File: src/rtl/fir_tap_loader.sv
// +----------------------------------------------------------------------------+
// | fir_tap_loader                                                             |
// | Double-buffered FIR coefficient loader: shadow bank fill, atomic commit.   |
// | Revision: 1.0                                                              |
// +----------------------------------------------------------------------------+
`default_nettype none

module fir_tap_loader #(
    parameter int NTAPS = 10,
    parameter int WIDTH = 16
) (
    input  logic                       clock,
    input  logic                       reset,
    input  logic                       start,
    input  logic                       abort,
    input  logic [WIDTH-1:0]           coef_in,
    input  logic                       coef_valid,
    output logic                       coef_ready,
    output logic [WIDTH-1:0]           taps [NTAPS],
    output logic                       loading,
    output logic [$clog2(NTAPS+1)-1:0] count,
    output logic                       done
);

    localparam int CW = $clog2(NTAPS + 1);

    localparam logic [1:0] c_idle   = 2'd0;
    localparam logic [1:0] c_load   = 2'd1;
    localparam logic [1:0] c_commit = 2'd2;

    logic [1:0]       state_q, state_d;
    logic [CW-1:0]    count_q, count_d;
    logic             done_q, done_d;
    logic [WIDTH-1:0] shadow_q [NTAPS];
    logic [WIDTH-1:0] shadow_d [NTAPS];
    logic [WIDTH-1:0] taps_q   [NTAPS];
    logic [WIDTH-1:0] taps_d   [NTAPS];

    logic w_ready;
    logic w_xfer;
    logic w_last;

    // An abort in LOAD wins over a same-cycle transfer, so it never counts.
    assign w_xfer = coef_valid && w_ready && !abort;
    assign w_last = (count_q == CW'(NTAPS - 1));

    // State register
    always_ff @(posedge clock) begin
        if (reset) begin
            state_q <= c_idle;
        end else begin
            state_q <= state_d;
        end
    end

    // Next-state logic
    always_comb begin
        state_d = state_q;
        case (state_q)
            c_idle: begin
                if (start && !abort) begin
                    state_d = c_load;
                end
            end
            c_load: begin
                if (abort) begin
                    state_d = c_idle;
                end else if (w_xfer && w_last) begin
                    state_d = c_commit;
                end
            end
            c_commit: begin
                state_d = c_idle;
            end
            default: begin
                state_d = c_idle;
            end
        endcase
    end

    // FSM outputs
    always_comb begin
        w_ready = 1'b0;
        loading = 1'b0;
        if (state_q == c_load) begin
            w_ready = 1'b1;
            loading = 1'b1;
        end
    end

    // Datapath next values
    always_comb begin
        count_d  = count_q;
        done_d   = 1'b0;
        shadow_d = shadow_q;
        taps_d   = taps_q;
        case (state_q)
            c_idle: begin
                if (start && !abort) begin
                    count_d = '0;
                end
            end
            c_load: begin
                if (abort) begin
                    count_d = '0;
                end else if (w_xfer) begin
                    for (int k = 0; k < NTAPS; k++) begin
                        if (count_q == CW'(k)) begin
                            shadow_d[k] = coef_in;
                        end
                    end
                    count_d = count_q + CW'(1);
                end
            end
            c_commit: begin
                taps_d = shadow_q;
                done_d = 1'b1;
            end
            default: begin
                count_d = '0;
            end
        endcase
    end

    // Datapath registers; reset leaves the active bank holding an index ramp.
    always_ff @(posedge clock) begin
        if (reset) begin
            count_q <= '0;
            done_q  <= 1'b0;
            for (int i = 0; i < NTAPS; i++) begin
                shadow_q[i] <= '0;
                taps_q[i]   <= WIDTH'(i);
            end
        end else begin
            count_q  <= count_d;
            done_q   <= done_d;
            shadow_q <= shadow_d;
            taps_q   <= taps_d;
        end
    end

    assign coef_ready = w_ready;
    assign count      = count_q;
    assign done       = done_q;
    assign taps       = taps_q;

endmodule

`default_nettype wire

File: config.mk
export PLATFORM = sky130hd
export DESIGN_NAME = fir_tap_loader
export DESIGN_NICKNAME = d
export VERILOG_FILES = /design/src/rtl/fir_tap_loader.sv
export SDC_FILE = /design/constraint.sdc
export NUM_CORES = 1
export LEC_CHECK = 0
export ABC_AREA = 1
export CAP_MARGIN = 30
export CORE_MARGIN = 2
export CORE_UTILIZATION = 54
export DETAILED_ROUTE_END_ITERATION = 10
export DONT_BUFFER_PORTS = 1
export HOLD_SLACK_MARGIN = 0.03
export PLACE_DENSITY = 0.69
export SLEW_MARGIN = 15
export SYNTH_ARGS = -nofsm -noshare
export SYNTH_HDL_FRONTEND = slang
export SYNTH_SLANG_ARGS = --single-unit
File: constraint.sdc
create_clock -name clock -period 2.17 [get_ports clock]
set_clock_uncertainty 0.1 [all_clocks]
set_input_delay 0.1085 -clock clock [delete_from_list [all_inputs] [get_ports clock]]
set_output_delay 0.1085 -clock clock [all_outputs]
set_load 0.005 [all_outputs]
==> run metrics <==
status=complete, but fails checks; violated checks=negative hold slack; Worst setup SP type=register; floorplan die width=152 µm; total of fill cells in the finished design=1980; post-layout instance count excluding filler cells=1743; global-route wire length before repair=49900 µm; quantity of I/O buffers inserted on ports=0; sequential cell area fraction in the yosys report=0.555; First DRT Iteration DRCs=774; leakage power summed over all cells=4.50 nW; number of vias in the routed layout=9802; pin count of the biggest net entering global routing=166; HPWL after DPL=19200 µm; synth-to-layout area growth=10.0%; worst slew margin relative to its limit=0.577; total power consumption of the routed design=11.6 mW; Worst Hold Class=input port to register; share of the synthesized area in compound gates (AO/OA/AOI/OAI)=0.131; overall global routing resource usage=0.264; CP dominant cell by count=sky130_fd_sc_hd__nand2_2; upper clock frequency limit=0.495 GHz; buffer type at the clock tree root=sky130_fd_sc_hd__clkbuf_16; number of global-route vias before repair=8811; detailed-route vias per instance=5.62; minimum hold slack=-0.453 ns; Syn Inst Count=1495; Setup crit start=state_q[0]$_SDFFE_PP0P_; CTS tree=built; total detailed-routing wirelength=32100 µm; area of placed instances=11900 µm²; total standard cell area after synthesis=11800 µm²; top area cells in the synthesized netlist=sky130_fd_sc_hd__dfxtp_1 55%, sky130_fd_sc_hd__nor2_1 9.5%, sky130_fd_sc_hd__nand3_1 7.6%, sky130_fd_sc_hd__nand2_1 6.9%, sky130_fd_sc_hd__a21oi_1 6.8%; arrival time worst endpoint=2.36 ns; Hold Path Origin=reset; Nets=1467; data required time of the critical path=2.51 ns; xor and xnor area share after synthesis=0; placement row count=54; source-to-sink clock delay at the later pin of the worst-skew pair=0.55 ns; post-synthesis average cell area=7.90 µm²; combined buffer and inverter count along the critical path=2; largest buffer count on any clock path=3; count of antenna-violating nets left after detailed routing=0; Core Box Area=21600 µm²; total CTS buffers=31; largest vdd supply drop=0.603 mV; number of clock sinks=327; fraction of post-synthesis cell area in the top cell type by area=0.555; critical-path maximum fanout=16; kind of cell with the highest combined delay on the critical path=simple AND/OR/NAND/NOR gates; biggest area consumer among synthesized cells=sky130_fd_sc_hd__dfxtp_1; synthesized flop and latch total=327; final count of negative-setup-slack endpoints=0; effective utilization at floorplan=0.546; hold buffer count at CTS=11; post-layout instance area=13000 µm²; Final Cycle Share=0.930; Max Cap Violations=0; WL per Instance=18.4 µm; main combinational cell family by area after synthesis=simple AND/OR/NAND/NOR gates; vertical die dimension=152 µm; H-tree depth=1; Worst Path Class, Setup=register to register; cell count after placement=1678; Die Footprint=23100 µm²; cells along the critical path=inv_2 -> nor2_4 -> nand2_2 -> nor2_8 -> buf_4 -> nand2_2 -> nand2_1 -> a21oi_1; slew of the pin with the lowest slew margin=0.628 ns; Worst-path clk slew=0.06 ns; critical path capture point type=register; PD cells=894 nW/µm²; most common library cell in the layout ignoring fill and taps=sky130_fd_sc_hd__dfxtp_1; slowest cell on the critical path=sky130_fd_sc_hd__dfxtp_1; RSZ-0062 raised after global routing=false; maximum single-stage delay on the critical path=0.36 ns; global route overflow=0; footprint of the multi-input gates=4610 µm²; layout cells sized above 1=0.0677; final count of pins violating max slew=0; First-pass DRT Iterations=5; commonest non-fill, non-tap cells in the layout=327 x sky130_fd_sc_hd__dfxtp_1, 300 x sky130_fd_sc_hd__nor2_1, 213 x sky130_fd_sc_hd__nand2_1; antenna violations before repair=0; post-synthesis share of cell area spent on full adders, half adders and majority gates=0.00424; synthesized net count=1520; distinct cell type count after synthesis=22; total number of yosys warnings=0; count of endpoints failing hold in the final timing report=161; Ports=188; FF-to-FF Start=state_q[0]$_SDFFE_PP0P_; Period minus WS final=2.02 ns; mux cell area share after synthesis=0; # diodes=0; # DRC=0; combined flip-flop and latch cell area=6550 µm²; Synth Area in Simple Gates=0.252; Placer Congestion=0.778
repair_timing:
action                     CTS  global route
buffers inserted             0             0
setup endpoints to repair   16            56
hold endpoints to repair   202           161
resized for setup            1             6
stage by stage:
step | util | setup TNS (ns) | hold WS [ns] | setup WS [ns]
6_report | 0.601 | 0 | -0.453 | 0.152
5_1_grt | 0.601 | 0 | -0.476 | 0.00660
4_1_cts | 0.599 | 0 | -0.468 | 0.122
3_5_place_dp | 0.548 | -0.453 | 0.102 | -0.0453
3_3_place_gp | 0.548 | 0 | 0.102 | 0.0416
2_1_floorplan | - | 0 | 0.169 | 0.523
worst paths after layout:
kind	slack [ns]	to	depth (start not counted)
worst max-delay path	0.15	shadow_q[80]$_SDFFE_PP0P_	8
worst min-delay path	-0.45	shadow_q[88]$_SDFFE_PP0P_	1
worst max register to register	0.15	shadow_q[80]$_SDFFE_PP0P_	8
worst min register to register	0.35	shadow_q[25]$_SDFFE_PP0P_	2
layer usage:
| layer | up-vias | global-route usage | part of all wire | routed length (µm) |
|---|---|---|---|---|
| met5 | - | 0 | 0 | 0 |
| met4 | 0 | 0.0739 | 0.025 | 799 |
| met3 | 48 | 0.0736 | 0.089 | 2860 |
| met2 | 351 | 0.409 | 0.45 | 14600 |
| met1 | 4609 | 0.365 | 0.43 | 13900 |
| li1 | 4794 | - | - | - |
final cells by class:
| class | count | area share |
|---|---|---|
| multi-input cells | 1028 | 0.355 |
| well taps | 280 | 0.0270 |
| clock inverters | 12 | 0.0109 |
| clock buffers | 42 | 0.0652 |
| inverters | 16 | 0.00501 |
| flip-flops and latches | 327 | 0.504 |
| repair buffers | 38 | 0.0326 |
logic make-up after synthesis:
| group | count (synthesis) |
|---|---|
| buf+inv | 140 |
| simple gates | 715 |
| fa+ha+maj | 4 |
| compound gates | 309 |
| flops | 327 |
cells in the mapped netlist (all sizes together):
cell type / count
a21oi: 161
o21bai: 1
nand3: 179
ha: 4
clkbuf: 73
nand2: 222
nand4: 2
buf: 51
o21ai: 147
clkinv: 1
dfxtp: 327
nor2: 312
inv: 15
flip-flops by register name, indices dropped and copies added (netlist names):
register,flops
shadow_q,160
taps,160
count,4
state_q,2
done,1
power by group:
group,total [mW],internal [mW],leakage (nW),switching [mW]
Combinational,0.277,0.0817,1.38,0.195
Sequential,6.02,6.01,2.63,0.00958
Clock,5.32,3.07,0.487,2.24
Total,11.6,9.17,4.50,2.45
No activity file was read; power rests on OpenSTA's default activity.
